[config.mk]
export PLATFORM = sky130hd
export DESIGN_NAME = program_memory
export DESIGN_NICKNAME = d
export VERILOG_FILES = /design/src/rtl/program_memory.sv
export SDC_FILE = /design/constraint.sdc
export NUM_CORES = 1
export LEC_CHECK = 0
export CAP_MARGIN = 20
export CORE_AREA = 8 8 206 208
export CTS_CLUSTER_SIZE = 16
export DETAILED_ROUTE_END_ITERATION = 16
export DIE_AREA = 0 0 214 216
export HOLD_SLACK_MARGIN = 0.02
export PLACE_DENSITY = 0.52
export SLEW_MARGIN = 10
export SYNTH_ARGS = -nofsm -noshare
export SYNTH_HDL_FRONTEND = slang
export SYNTH_SLANG_ARGS = --single-unit
[constraint.sdc]
create_clock -name clock -period 2.1 [get_ports clock]
set_input_delay 0.42 -clock clock [delete_from_list [all_inputs] [get_ports clock]]
set_output_delay 0.42 -clock clock [all_outputs]
set_load 0.005 [all_outputs]
[src/rtl/program_memory.sv]
// ---------------------------------------------------------------------------
// program_memory
// 32 x 8-bit program store shared between a byte-stream loader and a core.
// A loader fills memory from address 0 after load_start; when the load ends
// (load_last or the final address) the block either starts the core (RUN)
// or parks in LOADED until run_req, depending on AUTO_START. In RUN the core
// may write memory; reads are combinational in every state.
//
// Ports
//   clock, reset         rising-edge clock, synchronous active-high reset
//   mem_addr             core address for fetch/load/store
//   mem_write            core write strobe (honoured only in RUN)
//   mem_write_data       core store data
//   mem_read_data        combinational mem[mem_addr]
//   start_execution      core run enable, high only in RUN
//   load_start           begin (or restart) a load at address 0
//   load_valid/data/last loader byte stream
//   load_ready           byte accepted this cycle when load_valid is high
//   run_req              LOADED -> RUN request
//   load_count           bytes written by the current/last load (0..32)
//   load_busy            high while loading
// ---------------------------------------------------------------------------
module program_memory #(
    parameter bit AUTO_START = 1'b1
) (
    input  logic       clock,
    input  logic       reset,
    input  logic [4:0] mem_addr,
    input  logic       mem_write,
    input  logic [7:0] mem_write_data,
    output logic [7:0] mem_read_data,
    output logic       start_execution,
    input  logic       load_start,
    input  logic       load_valid,
    input  logic [7:0] load_data,
    input  logic       load_last,
    output logic       load_ready,
    input  logic       run_req,
    output logic [5:0] load_count,
    output logic       load_busy
);

    localparam int unsigned DEPTH = 32;
    localparam int unsigned AW    = 5;
    localparam int unsigned DW    = 8;
    localparam int unsigned CW    = 6;

    typedef enum logic [1:0] {
        S_IDLE,
        S_LOADING,
        S_LOADED,
        S_RUN
    } state_t;

    state_t          r_state;
    state_t          w_next;
    logic [DW-1:0]   r_mem [DEPTH];
    logic [AW-1:0]   r_ptr;
    logic [CW-1:0]   r_load_count;
    logic            r_start;
    logic            r_load_ready;
    logic            r_load_busy;
    logic            w_accept;
    logic            w_ptr_last;

    // A restart request outranks a byte arriving in the same cycle.
    assign w_accept   = load_valid && r_load_ready && !load_start;
    assign w_ptr_last = (r_ptr == AW'(DEPTH - 1));

    // State register
    always_ff @(posedge clock) begin
        if (reset) begin
            r_state <= S_IDLE;
        end else begin
            r_state <= w_next;
        end
    end

    // Next-state logic
    always_comb begin
        w_next = r_state;
        case (r_state)
            S_IDLE: begin
                if (load_start) w_next = S_LOADING;
            end
            S_LOADING: begin
                if (load_start) begin
                    w_next = S_LOADING;
                end else if (w_accept && (load_last || w_ptr_last)) begin
                    w_next = AUTO_START ? S_RUN : S_LOADED;
                end
            end
            S_LOADED: begin
                if (load_start)   w_next = S_LOADING;
                else if (run_req) w_next = S_RUN;
            end
            S_RUN: begin
                if (load_start) w_next = S_LOADING;
            end
            default: w_next = S_IDLE;
        endcase
    end

    // Registered state decodes, load pointer/count and memory writes
    always_ff @(posedge clock) begin
        if (reset) begin
            r_start      <= 1'b0;
            r_load_ready <= 1'b0;
            r_load_busy  <= 1'b0;
            r_ptr        <= '0;
            r_load_count <= '0;
            for (int i = 0; i < int'(DEPTH); i++) begin
                r_mem[i] <= '0;
            end
        end else begin
            r_start      <= (w_next == S_RUN);
            r_load_ready <= (w_next == S_LOADING);
            r_load_busy  <= (w_next == S_LOADING);

            if (load_start) begin
                r_ptr        <= '0;
                r_load_count <= '0;
            end else if (w_accept) begin
                r_mem[r_ptr] <= load_data;
                r_ptr        <= r_ptr + AW'(1);
                r_load_count <= r_load_count + CW'(1);
            end

            // Loader and core writes never overlap: they live in different states.
            if ((r_state == S_RUN) && mem_write) begin
                r_mem[mem_addr] <= mem_write_data;
            end
        end
    end

    assign mem_read_data   = r_mem[mem_addr];
    assign start_execution = r_start;
    assign load_ready      = r_load_ready;
    assign load_busy       = r_load_busy;
    assign load_count      = r_load_count;

endmodule

Yosys cells after proc, flatten, opt, wreduce, memory -nomap -nowiden
Memory sizes are Yosys's and may differ from the RTL's.
Cells that the tools add are included.
Word-level totals
  word-level logic and storage cells: 46
  memories: 1
  memory bits (read-only): 0
  latch bits: 0
  output and inout bits: 17
  RAM bits: 256
  flip-flop bits (word level): 15
Memory list
  r_mem: depth 32, width 8, rd ports 1, clocked after memory_dff 0, wr ports 32, line 57  | logic [DW-1:0] r_mem [DEPTH];
Operators by class
  reductions and logical operators: 11
  div/mod/pow operators: 0
  order comparisons: 0
  shifts and indexed selects: 0
  $mul: 0
  equality and inequality tests: 6
  bitwise gates (word level): 0
  mux-type cells: 21
  add/subtract/negate cells: 2
Operators with widths (count)
  $mux 8: 2
  $reduce_or 8->1: 2
  $mux 1: 11
  $mux 2: 5
  $mux 5: 2
  $add 6x1->6 const B: 1
  $eq 2x2->1 const B: 3
  $pmux 2 s3: 1
  $add 5x1->5 const B: 1
  $eq 5x5->1 const B: 1
  $eq 2x1->1 const B: 2
  $logic_and 1x1->1: 4
  $reduce_or 2->1: 2
  $logic_not 2->1: 1
  $logic_not 1->1: 1
  $logic_or 1x1->1: 1

Longest topological paths before layout
  word-level depth: 8
  depth in mapped cells: 7
  mapped depth without buffers: 7

Worst setup path before layout
OpenSTA, ideal clock, no wires.
  path type: input to output
  from: input mem_addr[1]
  to: output mem_read_data[7]
  required time: 1680 ps
  arrival time: 1694 ps
  slack: -14 ps
  stages: 7
  cell sequence: buf_2 > clkbuf_1 > buf_2 > mux2i_1 > o22ai_1 > nor4_1 > nand2_1
Between the ends
  longest elaborated chain between the ends: 1
Ends and longest elaborated chain
  from (decl): line 28  | input logic [4:0] mem_addr,
  $mem_v2 32x8
  to (decl): line 31  | output logic [7:0] mem_read_data,
No other way between the ends.

Final worst setup path
  from: input mem_addr[2]
  to: output mem_read_data[3]
The elaborated chain is that of the path after synthesis.

==> insert_results.sql <==
INSERT INTO impl_metrics (metric_group, metric, value, unit) VALUES
('run_status', 'violated_checks', 'negative setup slack', ''),
('floorplan', 'die_x', '214', 'um'),
('global_routing', 'grt_pass1_vias', '10800', ''),
('drt', 'route.antenna.remaining_nets', '0', ''),
('critical_path', 'crit_path_top_delay_cell', 'sky130_fd_sc_hd__nor4_4', ''),
('clocking', 'cts_hold_repair.buffers', '0', ''),
('yosys', 'synth.top_cells.by_count', 'sky130_fd_sc_hd__a22o_1 (256), sky130_fd_sc_hd__edfxtp_1 (256), sky130_fd_sc_hd__mux2i_1 (128), sky130_fd_sc_hd__clkbuf_1 (68), sky130_fd_sc_hd__o22ai_1 (64)', ''),
('drt', 'routed_wire_length_per_instance', '27.8', 'um'),
('drt', 'num_vias', '11100', ''),
('cells_and_area', 'diodes', '0', ''),
('yosys', 'yosysUniqueCellTypes', '47', ''),
('critical_path', 'required_time_worst_endpoint', '1.68', 'ns'),
('critical_path', 'critical_path.startpoint', 'mem_addr[2]', ''),
('floorplan', 'fp.coreArea', '39200', 'sq um'),
('sta', 'max_freq', '400', 'MHz'),
('clocking', 'cts_root_buf', 'sky130_fd_sc_hd__clkbuf_16', ''),
('sta', 'timing_hold_violations_final', '0', ''),
('drt', 'detail_route.iter0.violations', '997', ''),
('sta', 'clock-skew-final', '0.0133', 'ns'),
('critical_path', 'startpoint_type', 'input port', ''),
('yosys', 'synth-seq-area-share', '0.546', ''),
('sta', 'timing.final.max_slew_violations', '0', ''),
('sta', 'finalSetupViolations', '8', ''),
('sta', 'max-slew-margin-rel', '0.260', ''),
('floorplan', 'start_util', '0.373', ''),
('sta', 'rsz0062_at_grt', 'yes', ''),
('critical_path', 'reg_to_reg_setup_timing_slack', '0.17', 'ns'),
('run_status', 'run_status', 'finished with violations', ''),
('critical_path', 'crit_fanout', '6', ''),
('cells_and_area', 'fillerInstances', '3339', ''),
('global_routing', 'groute.layer.met2.usage', '0.351', ''),
('power_and_ir_drop', 'report.power.total', '0.0134', 'W'),
('global_routing', 'grt_use_total', '0.214', ''),
('yosys', 'syn-instance-count', '1081', ''),
('hold_path', 'hold_crit_start', 'r_ptr[1]$_SDFFE_PP0P_', ''),
('drt', 'via_count_normalized_by_instance_count', '5.98', ''),
('yosys', 'ys_async_sr_fraction', '0', ''),
('power_and_ir_drop', 'power_dens_cells', '669', 'nW/um^2'),
('cells_and_area', 'finalNetCount', '1352', ''),
('sta', 'finalWorstPathRequiredPeriod', '2.50', 'ns'),
('critical_path', 'path_cells', 'buf_4 > buf_6 > buf_4 > nand4b_1 > buf_4 > o22ai_2 > nor4_4 > nand2_1 > buf_2', ''),
('yosys', 'ys_ff_latch', '271', ''),
('floorplan', 'num_io_pins', '45', ''),
('clocking', 'cts_tree', 'built', ''),
('clocking', 'clk_pin_slew_worst_paths', '0.06', 'ns'),
('hold_path', 'hold_depth', '2', ''),
('hold_path', 'worst_hold_path_type', 'flop to flop', ''),
('power_and_ir_drop', 'power.ir.vdd_worst', '528', 'uV'),
('clocking', 'numCtsBuffers', '30', ''),
('sta', 'postLayoutSetupSlackWorst', '-0.402', 'ns'),
('clocking', 'clock_latency', '0.57', 'ns'),
('flow_run', 'timing.max_cap.violations', '0', ''),
('cells_and_area', 'synthToLayoutAreaGrowth', '36.8', '%'),
('sta', 'post-route-period-util', '1.19', ''),
('critical_path', 'r2r.worst_path.cells', '5', ''),
('sta', 'setup_tns', '-2.62', 'ns'),
('drt', 'firstDrtPassIters', '5', ''),
('place', 'dp_hpwl', '32900', 'um'),
('global_routing', 'grtUsageMet3', '0.0312', ''),
('yosys', 'synth_area_leaders', 'sky130_fd_sc_hd__edfxtp_1 (53%), sky130_fd_sc_hd__a22o_1 (15%), sky130_fd_sc_hd__mux2i_1 (8.8%), sky130_fd_sc_hd__nor3_4 (5.4%), sky130_fd_sc_hd__o22ai_1 (2.7%)', ''),
('global_routing', 'groute.layer.met1.usage', '0.289', ''),
('critical_path', 'critical_path_class', 'input port to primary output', ''),
('floorplan', 'dieHeight', '216', 'um'),
('place', 'placement.cell_area', '17700', 'sq um'),
('critical_path', 'r2r-start', 'r_state[1]$_SDFF_PP0_', ''),
('global_routing', 'overflow', '0', ''),
('critical_path', 'critical_path.endpoint_type', 'primary output', ''),
('place', 'port_buffers', '44', ''),
('critical_path', 'most_used_cell_along_the_critical_path', 'sky130_fd_sc_hd__buf_4', ''),
('place', 'gp_routability_congestion', '0.930', ''),
('yosys', 'synth.largest_area_cell', 'sky130_fd_sc_hd__edfxtp_1', '');
[logic make-up after synthesis]
| kind of cell | Yosys count | share of synthesized area |
|---|---|---|
| compound gates | 334 | 0.188 |
| flops | 271 | 0.546 |
| simple gates | 216 | 0.130 |
| mux | 128 | 0.0876 |
| buf+inv | 115 | 0.0361 |
| fa+ha+maj | 9 | 0.00770 |
| xor+xnor | 8 | 0.00479 |
[layer usage]
layer,share of wire,wire length [um]
met3,0.064,3310
met5,0,0
met4,0.033,1690
met2,0.47,24300
met1,0.43,22500
[per-stage QoR]
stage | setup slack [ns] | instances | hold WS, ns | util
finish | -0.402 | 1864 | 0.519 | 0.511
global route | -0.426 | 1864 | 0.552 | 0.511
CTS | -0.392 | 1857 | 0.520 | 0.499
detailed placement | -1.15 | 1782 | 0.507 | 0.451
global placement | -1.05 | 1782 | 0.504 | 0.451
floorplan | 0.0363 | 1081 | 0.482 | -
[how the worst max path moves through the flow]
stage                        endpoint  cells after the start
4_1_cts              mem_read_data[3]                      6
5_1_grt              mem_read_data[3]                      6
2_1_floorplan  r_mem[24][0]$_DFFE_PP_                      6
3_3_place_gp         mem_read_data[2]                      8
3_5_place_dp         mem_read_data[5]                      8
6_report             mem_read_data[3]                      9
[critical path: cells and delay by family]
kind            cells  cell delay (ns)
compound gates      1             0.13
simple gates        3             0.72
buf+inv             5             0.81
[final cells by class]
cell class / instances / area, sq um / area share
sequential: 271 / 7990 / 0.399
multi-input combinational: 695 / 7090 / 0.354
timing repair buffer: 312 / 3230 / 0.161
clock buffer: 33 / 783 / 0.0392
tap: 525 / 657 / 0.0328
clock inverter: 23 / 245 / 0.0123
inverter: 5 / 18.8 / 0.000938
[state kept, by name, indices dropped and copies added, names as in the netlist]
| register | cells |
|---|---|
| r_ptr | 5 |
| start_execution | 1 |
| load_busy | 1 |
| load_count | 6 |
| r_mem | 256 |
| r_state | 2 |
[placed cells by master (no fill, tap or decap), types with 5 or more instances in the layout]
cell type / n
sky130_fd_sc_hd__a22o_1: 256
sky130_fd_sc_hd__buf_12: 52
sky130_fd_sc_hd__buf_2: 10
sky130_fd_sc_hd__buf_4: 197
sky130_fd_sc_hd__buf_6: 19
sky130_fd_sc_hd__bufinv_16: 5
sky130_fd_sc_hd__clkbuf_16: 33
sky130_fd_sc_hd__clkdlybuf4s50_1: 26
sky130_fd_sc_hd__clkinv_1: 6
sky130_fd_sc_hd__clkinv_2: 7
sky130_fd_sc_hd__clkinvlp_4: 5
sky130_fd_sc_hd__dfxtp_1: 15
sky130_fd_sc_hd__edfxtp_1: 256
sky130_fd_sc_hd__ha_1: 9
sky130_fd_sc_hd__inv_1: 5
sky130_fd_sc_hd__mux2i_1: 82
sky130_fd_sc_hd__mux2i_2: 27
sky130_fd_sc_hd__mux2i_4: 19
sky130_fd_sc_hd__nand2_1: 12
sky130_fd_sc_hd__nand2_2: 5
sky130_fd_sc_hd__nand2_4: 5
sky130_fd_sc_hd__nand3b_1: 6
sky130_fd_sc_hd__nor2_1: 42
sky130_fd_sc_hd__nor3_2: 10
sky130_fd_sc_hd__nor3_4: 50
sky130_fd_sc_hd__nor4_4: 16
sky130_fd_sc_hd__o22ai_1: 25
sky130_fd_sc_hd__o22ai_2: 25
sky130_fd_sc_hd__o22ai_4: 14
sky130_fd_sc_hd__or3_1: 30
sky130_fd_sc_hd__xor2_1: 7
[power by group]
part           switching (W)  internal [W]
clock                0.00223       0.00329
combinational       0.000989      0.000716
sequential         0.0000887       0.00608
[what timing repair did]
item,in CTS,in global routing
gates cloned,3,2
setup buffers,17,8
pin swaps,31,24
endpoints found under the setup margin,60,24
resized for setup,176,63
Power figures use the tool's default switching activity.
